**config.mk**
```make
export PLATFORM = sky130hd
export DESIGN_NAME = inert_sched
export DESIGN_NICKNAME = d
export VERILOG_FILES = /design/src/rtl/inert_pkg.sv /design/src/rtl/inert_sync2.sv /design/src/rtl/inert_sched.sv
export SDC_FILE = /design/constraint.sdc
export NUM_CORES = 1
export LEC_CHECK = 0
export CAP_MARGIN = 20
export CORE_ASPECT_RATIO = 1.4
export CORE_MARGIN = 1.5
export CORE_UTILIZATION = 30
export DETAILED_ROUTE_END_ITERATION = 8
export GPL_TIMING_DRIVEN = 0
export PLACE_DENSITY_LB_ADDON = 0.3
export SETUP_SLACK_MARGIN = 0.5
export SLEW_MARGIN = 0
export SYNTH_ARGS = -nofsm -noshare
export SYNTH_HDL_FRONTEND = slang
export SYNTH_SLANG_ARGS = --single-unit
```
**constraint.sdc**
```tcl
create_clock -name SCLK -period 1.96 [get_ports SCLK]
set_input_delay 0.588 -clock SCLK [delete_from_list [all_inputs] [get_ports SCLK]]
set_output_delay 0.588 -clock SCLK [all_outputs]
set_load 0.005 [all_outputs]
```
**src/rtl/inert_pkg.sv**
```systemverilog
// Shared types and command tables for the inertial-sensor SPI scheduler.
// The tables are packed so entry [0] is the first command issued.
package inert_pkg;

   typedef enum logic [2:0] {
      PWRUP,
      INIT,
      INIT_WT,
      IDLE,
      RD,
      RD_WT,
      HOST,
      HOST_WT
   } state_t;

   localparam logic [1:0] LAST_IDX = 2'd3;

   // Sensor configuration writes issued once after power-up, in order.
   localparam logic [3:0][15:0] INIT_TBL = {16'h1460, 16'h1150, 16'h1053, 16'h0D02};

   // Register reads for pitch rate low/high, then vertical accel low/high.
   localparam logic [3:0][15:0] RD_TBL = {16'hAD00, 16'hAC00, 16'hA300, 16'hA200};

endpackage

```
**src/rtl/inert_sync2.sv**
```systemverilog
// Two-flop synchronizer bringing the sensor's asynchronous INT into the
// SCLK domain.
module inert_sync2 (
   input  logic SCLK,
   input  logic rst_n,
   input  logic d,
   output logic q
);

   logic meta;

   always_ff @(posedge SCLK or negedge rst_n) begin
      if (!rst_n) begin
         meta <= 1'b0;
         q    <= 1'b0;
      end else begin
         // NOTE: non-blocking, so q takes the old meta value and the chain really is two stages.
         meta <= d;
         q    <= meta;
      end
   end

endmodule

```
**src/rtl/inert_sched.sv**
```systemverilog
// Schedules SPI traffic to an inertial sensor: power-up wait, configuration
// writes, INT-driven 4-byte reads, and single host transactions in idle gaps.
module inert_sched #(
   parameter logic [15:0] PWRUP_CYC = 16'hFFFF
) (
   input  logic        SCLK,
   input  logic        rst_n,
   input  logic        INT,
   input  logic        spi_done,
   input  logic [15:0] spi_rd,
   output logic        spi_wrt,
   output logic [15:0] spi_cmd,
   input  logic        host_req,
   input  logic [15:0] host_cmd,
   output logic        host_gnt,
   output logic        host_done,
   output logic [15:0] host_rd,
   output logic [15:0] ptch_rt,
   output logic [15:0] AZ,
   output logic        vld
);

   import inert_pkg::*;

   state_t          state;
   logic [15:0]     pwr_cnt;
   logic [1:0]      idx;
   logic [1:0]      ridx;
   logic [2:0][7:0] rd_byte;
   logic            int_s;

   inert_sync2 u_int_sync (
      .SCLK  (SCLK),
      .rst_n (rst_n),
      .d     (INT),
      .q     (int_s)
   );

   always_ff @(posedge SCLK or negedge rst_n) begin
      if (!rst_n) begin
         state     <= PWRUP;
         pwr_cnt   <= '0;
         idx       <= '0;
         ridx      <= '0;
         spi_wrt   <= 1'b0;
         spi_cmd   <= '0;
         host_gnt  <= 1'b0;
         host_done <= 1'b0;
         host_rd   <= '0;
         ptch_rt   <= '0;
         AZ        <= '0;
         vld       <= 1'b0;
         // NOTE: the byte slots are reset too, so a restart can never leak stale sensor bytes.
         rd_byte   <= '0;
      end else begin
         spi_wrt   <= 1'b0;
         host_gnt  <= 1'b0;
         host_done <= 1'b0;
         vld       <= 1'b0;

         case (state)
            PWRUP: begin
               if (pwr_cnt >= PWRUP_CYC) begin
                  state <= INIT;
                  idx   <= '0;
               end else if (pwr_cnt != 16'hFFFF) begin
                  pwr_cnt <= pwr_cnt + 16'd1;
               end
            end

            INIT: begin
               spi_wrt <= 1'b1;
               spi_cmd <= INIT_TBL[idx];
               state   <= INIT_WT;
            end

            INIT_WT: begin
               if (spi_done) begin
                  if (idx == LAST_IDX) begin
                     state <= IDLE;
                  end else begin
                     idx   <= idx + 2'd1;
                     state <= INIT;
                  end
               end
            end

            // Sensor data outranks the host whenever both are waiting.
            IDLE: begin
               if (int_s) begin
                  ridx  <= '0;
                  state <= RD;
               end else if (host_req) begin
                  host_gnt <= 1'b1;
                  spi_wrt  <= 1'b1;
                  spi_cmd  <= host_cmd;
                  state    <= HOST_WT;
               end
            end

            RD: begin
               spi_wrt <= 1'b1;
               spi_cmd <= RD_TBL[ridx];
               state   <= RD_WT;
            end

            // The last byte goes straight to the outputs so both words change together.
            RD_WT: begin
               if (spi_done) begin
                  if (ridx == LAST_IDX) begin
                     ptch_rt <= {rd_byte[1], rd_byte[0]};
                     AZ      <= {spi_rd[7:0], rd_byte[2]};
                     vld     <= 1'b1;
                     state   <= IDLE;
                  end else begin
                     rd_byte[ridx] <= spi_rd[7:0];
                     ridx          <= ridx + 2'd1;
                     state         <= RD;
                  end
               end
            end

            HOST_WT: begin
               if (spi_done) begin
                  host_rd   <= spi_rd;
                  host_done <= 1'b1;
                  state     <= IDLE;
               end
            end

            default: state <= IDLE;
         endcase
      end
   end

endmodule

```
After elaboration in Yosys (flattened, before gate mapping)

Cells that the tools add are included.

Register bits: 117
Input port bits: 37

Add/subtract/negate cells: 3
Magnitude comparators: 4
Equal/unequal tests: 19
Muxes and demuxes: 36
Bitwise gates (word level): 2
Reductions and logical operators: 14

Operators by type and width:

| operator                | number |
|---|---|
| $bmux W16 S2            | 2 |
| $mux W16                | 4 |
| $pmux W16 S3            | 1 |
| $bwmux W24              | 1 |
| $mux W3                 | 7 |
| $pmux W3 S7             | 1 |
| $add A16 B1 Y16 const B | 1 |
| $demux W8 S2            | 1 |
| $ge A16 B16 Y1 const B  | 1 |
| $ne A16 B16 Y1 const B  | 1 |
| $ne A2 B2 Y1 const B    | 8 |
| $mux W2                 | 7 |
| $reduce_and A3 Y1       | 4 |
| $eq A3 B3 Y1 const B    | 3 |
| $mux W1                 | 8 |
| $mux W8                 | 1 |
| $pmux W2 S2             | 2 |
| $reduce_and A4 Y1       | 2 |
| $eq A3 B2 Y1 const B    | 2 |
| $lt A2 B3 Y1 const B    | 2 |
| $reduce_and A5 Y1       | 1 |
| $add A2 B1 Y2 const B   | 2 |
| $eq A2 B2 Y1 const B    | 2 |
| $reduce_bool A2 Y1      | 2 |
| 11 further kinds        | 12 |

Depth between registers and ports, before layout

Depth in word-level cells: 5
Mapped depth: 6
Gate-level depth less buffers: 5

By module

Synthesis repeated with hierarchy kept, for this count alone.

Cell total of the unflattened synthesis: 404
Area total of the unflattened synthesis: 5011.1 um^2

By module, submodules not included:

| module      | times used | cells an instance | area each (um^2) | sequential area each (um^2) |
|---|---|---|---|---|
| inert_sched | 1          | 402               | 4961.0           | 2877.8 |
| inert_sync2 | 1          | 2                 | 50.0             | 50.0 |

Worst setup path after synthesis

OpenSTA, ideal clock, no wires.

Path kind: input-to-reg
Start point: in spi_done
End point: reg rd_byte[0] (netlist bit)
Arrival time: 1.670 ns
Slack: 0.165 ns
Stages: 5
Path buffers: 1
Cells stage by stage: and4b_1 > nor2b_1 > and2_1 > buf_2 > mux2_2

Cells in the longest elaborated chain, start to end: 1

Ends and longest elaborated chain:

| element                        | line               | text |
|---|---|---|
| start: declaration             | inert_sched.sv:9   | `input logic spi_done,` |
| $reduce_and A3 Y1 (no line)    | n/a                |  |
| end signal: indexed assignment | inert_sched.sv:116 | `rd_byte[ridx] <= spi_rd[7:0];` |
| end: declaration               | inert_sched.sv:29  | `logic [2:0][7:0] rd_byte;` |

No other way between the ends.
A chain may end at the register's enable or synchronous reset.

Worst setup path after layout

Start point: reg state[2]
End point: reg pwr_cnt[9]

Cells in the longest elaborated chain, start to end: 2

Ends and longest elaborated chain:

| element                     | line              | text |
|---|---|---|
| start: declaration          | inert_sched.sv:25 | `state_t state;` |
| start signal: assignment    | inert_sched.sv:41 | `state <= PWRUP;` |
| start signal: assignment    | inert_sched.sv:64 | `state <= INIT;` |
| start signal: assignment    | inert_sched.sv:74 | `state <= INIT_WT;` |
| $logic_not A3 Y1            | inert_sched.sv:61 | `case (state)` |
| $reduce_and A3 Y1 (no line) | n/a               |  |
| end signal: assignment      | inert_sched.sv:67 | `pwr_cnt <= pwr_cnt + 16'd1;` |
| end: declaration            | inert_sched.sv:26 | `logic [15:0] pwr_cnt;` |

No other way between the ends.

==> impl_summary.md <==
Timing
The worst setup margin is 0.232 ns. The final number of max-transition violations was 0. The final-layout worst hold slack is 0.133 ns. Of the available clock period, the critical path in the final layout requires 0.882. The worst pin sits at a relative slew slack of 0.657. Setup repair after global routing could not meet its margin everywhere.

Across the routed clock network, the largest skew measured is 0.0111 ns. Setup violations remaining at the end of the flow were counted as 0. The highest clock rate is 579 MHz.

The final count of hold timing violations came to 0. After layout, the minimum clock period comes to 1.73 ns. At the pin with the least slew margin, the transition time is 0.515 ns.

Flow run
The tool flagged a number of max-cap violations equal to 0.

Logic synthesis
Of the total synthesized cell area, the portion taken by AND, OR, NAND and NOR gates is 0.116. The share of the Yosys chip area taken by registers is 0.582. The average cell area after synthesis is 12.5 sq um.

The predominant post-synthesis flop cell is sky130_fd_sc_hd__dfrtp_1. Of the total synthesized cell area, the portion taken by full adders, half adders and majority gates is 0.0224. The number of enable flip-flop cells after synthesis is 0. By area, the combinational part of the netlist is dominated by multiplexers. Of the total synthesized cell area, the portion taken by XOR and XNOR cells is 0.0191. Yosys mapped the design onto 48 distinct sky130hd cell types. The compound-cell area share of the yosys netlist is 0.0748. The post-synth net total is 450. The area of the mapped netlist is 5030 sq um. The multiplexer fraction of the synthesized cell area is 0.158. After synthesis the netlist holds a flip-flop and latch count of 117. In the synthesized netlist, the number of instances is 404. The fraction of synthesis flops using an asynchronous set or reset pin is 1.00. The count of warnings emitted by yosys is 0.

Status
The final reports fail on DRC. The flow ran to the end, but the final reports show violations.

Pwr
The total power draw is about 0.011 W. The worst voltage drop across the vdd grid is 0.000574 V. The reported leakage power is 4.24 nW. Dividing total power by cell area gives a power density of approximately 1300 nW/um^2.

Drt
Dividing the detail-routed via count by the number of cells gives ~4.8. The final route contains 4106 vias. The residual DRC count is 6. The detail route stage leaves a number of antenna-violating nets equal to 0.

Dividing the detail-routed wire length by the instance count gives 16.8 um. Wires add up to 14.3 mm. The first-pass detailed-route iteration total is 8. In this run, the number of DRC markers left after iteration 0 of detailed routing was approximately 210.

Critical path
Data on the critical path arrives at its endpoint at 2.05 ns. The required time of the worst setup path is 2.28 ns. The delay of the slowest cell on the worst path is 0.44 ns. The combined buffer and inverter count along the critical path is 1. The logic depth of the worst path, buffers included is 5.

By startpoint and endpoint, the worst setup path is classified as register to register. The startpoint class of the critical path is a register. The top fanout value on the critical path is 4.

The slack of the worst reg-to-reg path is 0.23 ns. The worst register-to-register path has a depth of 5. Among all stages on the critical path, the largest delay is contributed by sky130_fd_sc_hd__or3_4. Broken down by cell family, the worst path's largest delay share belongs to simple AND/OR/NAND/NOR gates. Traced cell by cell, the critical path runs through or3_4, buf_4, or2_4, nor3_4, xor2_1.

The worst setup path is captured at a register.

Global route
The maximum number of pins on one net before global-route repair is 65. The total routing resource utilization after global routing is 0.160. The via count of the first global-routing pass was 4283. The first global-routing pass estimated 22.1 mm of wire.

The total overflow left after global routing is 0. The number of antenna violations at the first check in global routing is 0.

Floorplanning
The total area inside the core boundary comes to 16300 sq um. The floorplan step set the die height to 156 um. The number of top-level design ports is 105. For this configuration, the core starts out at a cell density of 0.309. The horizontal die dimension is roughly 110 um. Row generation in the floorplan step produced 55 rows. The area of the die is 17600 sq um.

Placed design
The count of buffers from port buffering is 104. The post-placement setup slack is -0.487 ns. The global placement routability congestion is 0.806. The placed wire-length estimate is roughly 8.5 mm. The instance area at placement is 6630 sq um.

CTS
In this run the number of H-tree levels came out at 4. Clock tree synthesis found a total of 117 sinks. The latest clock arrival within the worst-skew pair is 0.41 ns. The longest clock path from root to sink contains 2 buffers. After clock tree synthesis, the clock-pin slew on the worst setup and hold paths is 0.06 ns. TritonCTS built the clock tree.

The tree is rooted in a sky130_fd_sc_hd__clkbuf_16. Buffers inserted to repair hold after CTS numbered 0. The total clock buffers created by CTS is 17.

Cells and area
The area added between synthesis and finish is 65.1%. The filler cells instantiated in the layout total 1418. At the end of the flow, the number of nets in the layout was 685. In the layout the commonest cells are sky130_fd_sc_hd__dfrtp_1, sky130_fd_sc_hd__buf_4, sky130_fd_sc_hd__buf_2.

Of the cells placed in the final design, the portion with a size suffix greater than 1 is 0.554. The commonest non-fill, non-tap cell in the layout is sky130_fd_sc_hd__dfrtp_1. The final standard cell area without fillers is between 8000 and 9000 sq um.

The repair_antennas step left the layout with diodes totalling 0.

Hold path
The worst hold path belongs to the class input port to asynchronous set/reset pin.
==> layer usage <==
metal	vias to the layer above	share of wire	track usage
li1	1903	-	-
met1	2079	0.40	0.180
met2	109	0.55	0.296
met3	15	0.038	0.0345
met4	0	0.013	0.0597
met5	-	0	0
==> cell usage after synthesis, drive strengths merged, types with 8 or more instances <==
cell	n	area (sq um)
nor4	8	80.1
a22o	9	78.8
inv	13	48.8
nor3	8	40.0
ha	9	113
dfrtp	117	2930
o21ai	9	45.0
nand3	8	40.0
nor2	10	37.5
mux2	69	777
nand2	56	210
xor2	10	87.6
a21oi	11	58.8
buf	12	65.1
==> state kept, by name, summed over array words and instances, names as in the netlist <==
name             cells
AZ                  16
host_done            1
host_gnt             1
host_rd             16
idx                  2
ptch_rt             16
pwr_cnt             16
rd_byte             24
ridx                 2
spi_cmd             16
spi_wrt              1
state                3
u_int_sync.meta      1
u_int_sync.q         1
vld                  1
==> final timing paths <==
path,startpoint,end
min reg2reg,u_int_sync.meta,u_int_sync.q
max reg2reg,state[2],pwr_cnt[9]
max in group asynchronous,rst_n,ridx[1]
min in group SCLK,u_int_sync.meta,u_int_sync.q
min,rst_n,vld
max,state[2],pwr_cnt[9]
==> cells by family after synthesis <==
group,after synthesis
AO/OA/AOI/OAI,53
XOR/XNOR,11
adder cells (fa/ha/maj),9
buffers and inverters,31
flip-flops,117
multiplexers,71
AND/OR/NAND/NOR,112
==> layout make-up <==
type / instances / area, sq um / area share
buffer: 16 / 204 / 0.0245
clock buffer: 18 / 429 / 0.0517
clock inverter: 14 / 154 / 0.0185
inverter: 15 / 65.1 / 0.00783
multi-input combinational: 256 / 2500 / 0.302
sequential: 117 / 2940 / 0.353
tap: 199 / 249 / 0.0300
timing repair buffer: 216 / 1770 / 0.213
==> what timing repair did <==
item | in CTS | in global routing
setup endpoints to repair | 182 | 179
pin swaps | 24 | 22
buffers inserted | 63 | 43
cloned | 4 | 1
gates resized for setup | 355 | 49
==> metrics by stage <==
stage,cells,util,TNS [ns]
after floorplan,404,-,0
after global placement,707,0.405,-515.84
after detailed placement,708,0.406,-31.13
after CTS,807,0.478,0
after global routing,851,0.509,0
final,851,0.509,0
==> power by group <==
part	internal (W)	leakage, nW	switching (W)
sequential	0.00306	1.53	0.000421
combinational	0.00257	2.43	0.00187
clock	0.00188	0.277	0.00118
total	0.00752	4.24	0.00348
Note: power is estimated with default switching activity, not from simulation.
